[src/rtl/random_cell_placer_pkg.sv]
// Shared types and helpers for the random cell placer.
package placer_pkg;

  typedef enum logic [1:0] {
    IDLE,
    FILL,
    DONE
  } placer_state_t;

  function automatic int idx_w(input int cells);
    return (cells > 1) ? $clog2(cells) : 1;
  endfunction

endpackage

[src/rtl/random_cell_placer_if.sv]
// Control, random input and occupancy-map bundle of the random cell placer.
interface random_cell_placer_if
  import placer_pkg::*;
#(
    parameter int CELLS = 16
);

    localparam int IDX_W = idx_w(CELLS);
    localparam int CNT_W = $clog2(CELLS + 1);

    logic             start;
    logic [IDX_W-1:0] random_number;
    logic             busy;
    logic             done;
    logic [CELLS-1:0] occupied;
    logic [CNT_W-1:0] place_count;
    logic [IDX_W-1:0] probe_idx;
    logic             probe_hit;

    modport master (
        output start,
        output random_number,
        output probe_idx,
        input  busy,
        input  done,
        input  occupied,
        input  place_count,
        input  probe_hit
    );

    modport slave (
        input  start,
        input  random_number,
        input  probe_idx,
        output busy,
        output done,
        output occupied,
        output place_count,
        output probe_hit
    );

endinterface

[src/rtl/random_cell_placer_free_cell_finder.sv]
// Priority encoder returning the lowest-index free cell of an occupancy map.
module free_cell_finder
  import placer_pkg::*;
#(
    parameter int CELLS = 16,
    localparam int IDX_W = idx_w(CELLS)
) (
    input  logic [CELLS-1:0] occupied,
    output logic [IDX_W-1:0] free_idx,
    output logic             any_free
);

    always_comb begin
        free_idx = '0;
        any_free = 1'b0;
        for (int i = CELLS - 1; i >= 0; i--) begin
            if (!occupied[i]) begin
                free_idx = IDX_W'(i);
                any_free = 1'b1;
            end
        end
    end

endmodule

[src/rtl/random_cell_placer.sv]
// Places ITEMS distinct markers on a CELLS board from a random index stream.
// Define PLACER_FALLBACK_EN to force lowest-free placement after MAX_TRIES rejects.
module random_cell_placer
  import placer_pkg::*;
#(
    parameter int CELLS     = 16,
    parameter int ITEMS     = 4,
    parameter int MAX_TRIES = 8
) (
    input logic                clk,
    input logic                rst,
    random_cell_placer_if.slave bus
);

    localparam int IDX_W = idx_w(CELLS);
    localparam int CNT_W = $clog2(CELLS + 1);

    placer_state_t    state_q, state_d;
    logic [CELLS-1:0] occ_q, occ_d;
    logic [CNT_W-1:0] cnt_q, cnt_d;
    logic             cand_free;
    logic             place;
    logic [IDX_W-1:0] place_idx;

    // Decoded compare keeps out-of-range candidates rejected for any CELLS.
    always_comb begin
        cand_free = 1'b0;
        for (int i = 0; i < CELLS; i++) begin
            if (bus.random_number == IDX_W'(i))
                cand_free = ~occ_q[i];
        end
    end

    always_comb begin
        bus.probe_hit = 1'b0;
        for (int i = 0; i < CELLS; i++) begin
            if (bus.probe_idx == IDX_W'(i))
                bus.probe_hit = occ_q[i];
        end
    end

`ifdef PLACER_FALLBACK_EN
    localparam int RW = $clog2(MAX_TRIES + 1);

    logic [RW-1:0]    rej_q, rej_d;
    logic [IDX_W-1:0] free_idx;
    logic             any_free;

    free_cell_finder #(
        .CELLS(CELLS)
    ) u_finder (
        .occupied(occ_q),
        .free_idx(free_idx),
        .any_free(any_free)
    );
`endif

    always_comb begin
        state_d   = state_q;
        occ_d     = occ_q;
        cnt_d     = cnt_q;
        place     = 1'b0;
        place_idx = bus.random_number;
`ifdef PLACER_FALLBACK_EN
        rej_d     = rej_q;
`endif
        unique case (state_q)
            IDLE, DONE: begin
                if (bus.start) begin
                    state_d = FILL;
                    occ_d   = '0;
                    cnt_d   = '0;
                end
            end
            FILL: begin
`ifdef PLACER_FALLBACK_EN
                if (rej_q == RW'(MAX_TRIES) && any_free) begin
                    place     = 1'b1;
                    place_idx = free_idx;
                    rej_d     = '0;
                end else if (cand_free) begin
                    place = 1'b1;
                    rej_d = '0;
                end else begin
                    rej_d = rej_q + RW'(1);
                end
`else
                place = cand_free;
`endif
                if (place) begin
                    occ_d = occ_q | (CELLS'(1) << place_idx);
                    cnt_d = cnt_q + CNT_W'(1);
                    if (cnt_q + CNT_W'(1) == CNT_W'(ITEMS))
                        state_d = DONE;
                end
            end
            default: state_d = IDLE;
        endcase
`ifdef PLACER_FALLBACK_EN
        if (state_d != FILL)
            rej_d = '0;
`endif
    end

    always_ff @(posedge clk or negedge rst) begin
        if (!rst) begin
            state_q <= IDLE;
            occ_q   <= '0;
            cnt_q   <= '0;
        end else begin
            state_q <= state_d;
            occ_q   <= occ_d;
            cnt_q   <= cnt_d;
        end
    end

`ifdef PLACER_FALLBACK_EN
    always_ff @(posedge clk or negedge rst) begin
        if (!rst)
            rej_q <= '0;
        else
            rej_q <= rej_d;
    end
`endif

    assign bus.busy        = (state_q == FILL);
    assign bus.done        = (state_q == DONE);
    assign bus.occupied    = occ_q;
    assign bus.place_count = cnt_q;

endmodule

[src/flat_wrapper.sv]
// flat-port wrapper written by rule: the top's interface ports become plain ports
module random_cell_placer_flat import placer_pkg::*;
#(
    parameter int CELLS     = 16,
    parameter int ITEMS     = 4,
    parameter int MAX_TRIES = 8
)
  (clk, rst, bus_start, bus_random_number, bus_probe_idx, bus_busy, bus_done, bus_occupied, bus_place_count, bus_probe_hit);
  random_cell_placer_if #(.CELLS(CELLS)) bus_i ();
  input logic clk;
  input logic rst;
  input wire logic [$bits(bus_i.start)-1:0] bus_start;
  input wire logic [$bits(bus_i.random_number)-1:0] bus_random_number;
  input wire logic [$bits(bus_i.probe_idx)-1:0] bus_probe_idx;
  output wire logic [$bits(bus_i.busy)-1:0] bus_busy;
  output wire logic [$bits(bus_i.done)-1:0] bus_done;
  output wire logic [$bits(bus_i.occupied)-1:0] bus_occupied;
  output wire logic [$bits(bus_i.place_count)-1:0] bus_place_count;
  output wire logic [$bits(bus_i.probe_hit)-1:0] bus_probe_hit;
  assign bus_i.start = bus_start;
  assign bus_i.random_number = bus_random_number;
  assign bus_i.probe_idx = bus_probe_idx;
  assign bus_busy = bus_i.busy;
  assign bus_done = bus_i.done;
  assign bus_occupied = bus_i.occupied;
  assign bus_place_count = bus_i.place_count;
  assign bus_probe_hit = bus_i.probe_hit;
  random_cell_placer #(.CELLS(CELLS), .ITEMS(ITEMS), .MAX_TRIES(MAX_TRIES)) u_core (.clk(clk), .rst(rst), .bus(bus_i));
endmodule
[config.mk]
export PLATFORM = sky130hd
export DESIGN_NAME = random_cell_placer_flat
export DESIGN_NICKNAME = d
export VERILOG_FILES = /design/src/rtl/random_cell_placer_pkg.sv /design/src/rtl/random_cell_placer_if.sv /design/src/rtl/random_cell_placer_free_cell_finder.sv /design/src/rtl/random_cell_placer.sv /design/src/flat_wrapper.sv
export SDC_FILE = /design/constraint.sdc
export NUM_CORES = 1
export LEC_CHECK = 0
export BUFFER_PORTS_ARGS = -buffer_cell sky130_fd_sc_hd__buf_2
export CORE_ASPECT_RATIO = 1.25
export CORE_MARGIN = 4
export CORE_UTILIZATION = 48
export DETAILED_ROUTE_END_ITERATION = 16
export GPL_ROUTABILITY_DRIVEN = 0
export PLACE_DENSITY = 0.86
export SYNTH_ARGS = -nofsm -noshare
export SYNTH_HDL_FRONTEND = slang
export SYNTH_SLANG_ARGS = --single-unit
[constraint.sdc]
create_clock -name clk -period 2.1 [get_ports clk]
set_clock_uncertainty 0.1 [all_clocks]
set_input_delay 0.315 -clock clk [delete_from_list [all_inputs] [get_ports clk]]
set_output_delay 0.315 -clock clk [all_outputs]
set_load 0.02 [all_outputs]
Word level (Yosys, flattened, before mapping):

Cells that the tools add are included.

* shift operators: 1
* mux-type cells: 42
* reduce and logical (&&, ||, !) cells: 7
* bitwise operators: 17
* add/subtract/negate cells: 1
* equality and inequality tests: 36

Operators by type and width (count)
* 4-bit equality test (second input constant): 16
* 4-bit by 3-bit equality test with 1-bit output (second input constant): 8
* 1-bit two-way mux: 32
* 16-bit two-way mux: 2
* 16-bit one-hot mux with 2 select lines: 1
* 4-bit by 2-bit equality test with 1-bit output (second input constant): 4
* 1-bit inverter: 16
* 16-bit OR: 1
* 1-bit by 4-bit left shift with 16-bit output (first input constant): 1
* 5-bit two-way mux: 2
* 5-bit one-hot mux with 2 select lines: 1
* 4-bit by 1-bit equality test with 1-bit output (second input constant): 2
* 4-bit zero test: 2
* 2-bit two-way mux: 3
* 3-bit AND reduction: 2
* 5-bit by 1-bit adder with 5-bit output (second input constant): 1
* 5-bit by 3-bit equality test with 1-bit output (second input constant): 1
* 2-bit by 1-bit != test with 1-bit output (second input constant): 2
* 2-bit one-hot mux with 2 select lines: 1
* 2-bit by 1-bit equality test with 1-bit output (second input constant): 1
* 2-bit equality test (second input constant): 1
* 2-bit zero test: 1
* 2-bit != test (second input constant): 1
* 2-bit nonzero test: 1
* 2-bit OR reduction: 1

* output and inout bits: 24
* input bits: 11
* word-level logic and storage cells: 107
* register bits after elaboration: 23

Depth between registers and ports, before layout:

* depth after elaboration: 19
* depth in mapped cells: 9
* mapped depth without buffers: 6

Worst setup path after synthesis:

Ideal clock, no wire load.

* kind: reg2reg
* start: register u_core.occ_q[3], in the netlist u_core.bus.occupied[3]
* end: register u_core.cnt_q[2], in the netlist u_core.bus.place_count[2]
* period minus slack after synthesis: 2.068 ns
* arrival time: 1.832 ns
* cell stages (with the launch flop): 8
* slack: 0.032 ns
* required time: 1.864 ns
* buffers on the path: 1
* setup time: 0.136 ns
* cells stage by stage: dfrtp_1 and4bb_1 o21ai_1 a2111o_1 a41oi_2 buf_6 o211ai_1 mux2i_1

* longest elaborated chain between the ends: 16

RTL lines
* start, declared: RTL line random_cell_placer.sv:19 `logic [CELLS-1:0] occ_q, occ_d;`
* start signal, assigned: RTL line random_cell_placer.sv:108 `occ_q <= '0;`
* start signal, assigned: RTL line random_cell_placer.sv:112 `occ_q <= occ_d;`
* 1-bit inverter: RTL line random_cell_placer.sv:30 `cand_free = ~occ_q[i];`
* 1-bit two-way mux (13 in a row): RTL line random_cell_placer.sv:29 `if (bus.random_number == IDX_W'(i))`
* 2-bit by 1-bit != test with 1-bit output (no source line)
* 3-bit AND reduction (no source line)
* end signal, assigned: RTL line random_cell_placer.sv:113 `cnt_q <= cnt_d;`
* end, declared: RTL line random_cell_placer.sv:20 `logic [CNT_W-1:0] cnt_q, cnt_d;`

Every way passes these cells.
A chain may end at the register's enable or synchronous reset.

Final worst setup path:

* start: register u_core.occ_q[3], in the netlist u_core.bus.occupied[3]
* end: output bus_probe_hit

* longest elaborated chain between the ends: 13

RTL lines
* 1-bit two-way mux (13 in a row): RTL line random_cell_placer.sv:37 `if (bus.probe_idx == IDX_W'(i))`
* end, declared: RTL line flat_wrapper.sv:19 `output wire logic [$bits(bus_i.probe_hit)-1:0] bus_probe_hit;`

Every way passes these cells.

==> out/summary.txt <==
largest family of logic cells by synthesized area = simple AND/OR/NAND/NOR gates
met3 GRT Util = 0.0259
CP max-delay cell = mux4_2
initial core utilization = 0.503
Slew Limit Fails = 0
Slew HR = 0.648
Area after DPL = 1850 um2
outcome = finished, violations left
GR met2 Demand/Resource = 0.364
final setup fails = 19
CP Capture Type = output pin
CTS tree = done
post-synthesis mux area share = 0.116
max_cap viols = 0
CP startpoint kind = flop
Synth-to-Final Area Change = 36.5%
Switching Fraction = 0.465
Syn Nets = 170
vias in the first global route = 1547
pin count of the biggest net entering global routing = 24
Total Routing Usage GR = 0.213
Tmin final = 2.34 ns
worst hold path class = in -> reg
PD cells = 1220 nW/um2
global route hottest layer = met2
first-pass GRT wire length = 6930 um
Avg WL per Cell = 17.4 um
flops & latches, synth = 23
H-tree depth = 1
cell area after synthesis = 1500 um2
PortBufs = 34
Final ANT Viol Nets = 0
Gate Count Post-Synth = 158
Die Ht = 70.4 um
internal power = 0.00133 W
Flop pwr share = 0.336
die area = 4080 um2
maximum vdd drop = 0.713 mV
RSZ-0062 raised after global routing = yes
Max Fanout on Critical Path = 2
Placed Instances = 246
Via Count = 1586
Final Hold Viols = 0
I/O pins = 35
sequential cell area = 576 um2
Unique masters post-synth = 44
# DRC = 0
1st-iter DRT viols = 84
LEAKAGE = 0.946 nW
Crit path largest cell delay = 0.48 ns
clock buffer count from CTS = 3
xor and xnor fraction of the mapped netlist area = 0
grt total ovfl = 0
Routed WL = 4430 um
Fin Setup TNS = -2.24 ns
clock share of power = 0.084
worst-margin pin slew = 0.528 ns
fin crit share = 1.11
failing checks = setup timing
Avg Inst Size Synth = 9.47 um2
ys flop type = dfrtp_1
Root Buffer = clkbuf_4
Post-synth EDFFs = 0
multi-input logic area = 923 um2
post-synthesis sequential area ratio = 0.385
clock latency on the worst-skew pair = 0.31 ns
GR Util met1 = 0.273
required time worst endpoint = 1.68 ns
clk sinks = 23
share of layout cells above drive strength 1 = 0.417
HPWL Detailed = 3060 um
Comb pwr share = 0.580
Synth warnings = 0
critical path type = reg -> out
via-per-instance ratio = 6.24
Critical Path AT = 1.93 ns
Layout fillers = 225
die outline width = 57.9 um
cell area after layout = 2040 um2
Core ar. = 2970 um2
switching power = 0.00116 W
clk buf depth = 2
# diodes = 0
Reg clk slew, reported paths = 0.13 ns
Async S/R FF share, synth = 1.00
Fmax = 427 MHz
adder-cell share of the synthesized area = 0.00836
PnR worst setup slack = -0.240 ns
simple-gate portion of the synthesized area = 0.221
# rows = 22
cells along the critical path = buf_6, mux4_2, mux4_2, buf_6
Synth Area in Compound Gates = 0.196
nets@finish = 231
initial antenna violation count = 0
Final Non-Filler Cells = 254
drt pass-1 iters = 4
==> Yosys cell counts, drive strengths merged (2+ instances only) <==
master,instances,area (um2)
nor3,7,40.0
nor2b,2,12.5
buf,7,58.8
a31oi,2,12.5
a211oi,2,15.0
o2111ai,4,35.0
nand2b,6,37.5
and3,2,12.5
a21oi,6,30.0
and2,2,12.5
mux2i,5,50.1
o21ai,9,45.0
inv,11,41.3
dfrtp,23,576
clkbuf,2,7.51
a41oi,10,95.1
nand2,9,33.8
mux4,5,113
nor2,23,93.8
nand4,3,18.8
==> per-layer routing <==
metal	part of all wire	wire length [um]	up-vias
met1	0.37	1650	784
met2	0.53	2330	83
met3	0.080	354	8
li1	-	-	711
met4	0.020	89	0
met5	0	0	-
==> logic make-up (layout without fill, tap and decap cells) <==
logic type      Yosys count  in the layout
compound gates           40             40
fa+ha+maj                 1              1
buf+inv                  21             81
mux                      11             11
simple gates             62             62
flops                    23             23
==> layout make-up <==
class / count / share of cell area
Sequential cell: 23 / 0.282
Tap cell: 36 / 0.0221
Timing Repair Buffer: 65 / 0.209
Clock buffer: 4 / 0.0129
Multi-Input combinational cell: 114 / 0.452
Inverter: 12 / 0.0221
==> critical path: cells and delay by family, from the launching register on <==
| kind | cells | cell delay [ns] |
|---|---|---|
| buffers and inverters | 2 | 0.27 |
| DFF | 1 | 0.41 |
| muxes | 2 | 0.94 |
==> timing repair <==
item | in CTS | in global routing
hold buffers | 1 | 0
setup endpoints to repair | 4 | 23
hold endpoints to repair | 23 | 0
setup buffers | 3 | 0
pin swaps | 10 | 17
resized for setup | 6 | 17
cloned | 0 | 0
==> state kept, by name, summed over array words and instances, names as in the netlist <==
signal / count
u_core.bus.occupied: 16
u_core.bus.place_count: 5
u_core.state_q: 2
==> power by group through the flow <==
stage	logic (W)	registers (W)	clock network (W)
after floorplan	0.000595	0.00102	0
after global placement	0.00125	0.000821	0
after detailed placement	0.00127	0.000824	0
after CTS	0.00134	0.000816	0.000215
after global routing	0.00156	0.000864	0.000232
final	0.00144	0.000836	0.000209
==> worst paths after layout <==
check | from | endpoint | slack (ns) | cells past startpoint
setup / recovery | u_core.bus.occupied[3]$_DFFE_PN0P_ | bus_probe_hit | -0.24 | 4
hold / removal | bus_start | u_core.state_q[1]$_DFFE_PN0P_ | 0.17 | 3
setup reg to reg | u_core.bus.occupied[3]$_DFFE_PN0P_ | u_core.bus.place_count[2]$_DFFE_PN0P_ | -0.15 | 8
hold reg to reg | u_core.bus.place_count[4]$_DFFE_PN0P_ | u_core.bus.place_count[4]$_DFFE_PN0P_ | 0.41 | 1
max in group asynchronous | rst | u_core.bus.occupied[12]$_DFFE_PN0P_ | 1.15 | 2
min in group asynchronous | rst | u_core.bus.place_count[0]$_DFFE_PN0P_ | 0.40 | 2
==> layout by cell type, fill, tap and decap left out, types with 5 or more instances in the layout <==
| master | count |
|---|---|
| nor3_1 | 6 |
| nand2b_1 | 6 |
| dfrtp_1 | 23 |
| buf_2 | 33 |
| buf_4 | 26 |
| mux2i_1 | 5 |
| inv_1 | 11 |
| nand2_1 | 9 |
| nor2_1 | 22 |
| a41oi_2 | 9 |
| mux4_2 | 5 |
| buf_6 | 5 |
==> stage by stage <==
step                      utilization  hold slack, ns  setup WS, ns  total power [W]
after CTS                       0.652           0.159        -0.254          0.00237
after global routing            0.687           0.168        -0.280          0.00266
after detailed placement        0.622           0.218       -0.0862          0.00210
final                           0.687           0.166        -0.240          0.00248
after global placement          0.622           0.214       -0.0299          0.00207
after floorplan                     -         -0.0806        0.0324          0.00161
Power figures use the tool's default switching activity.
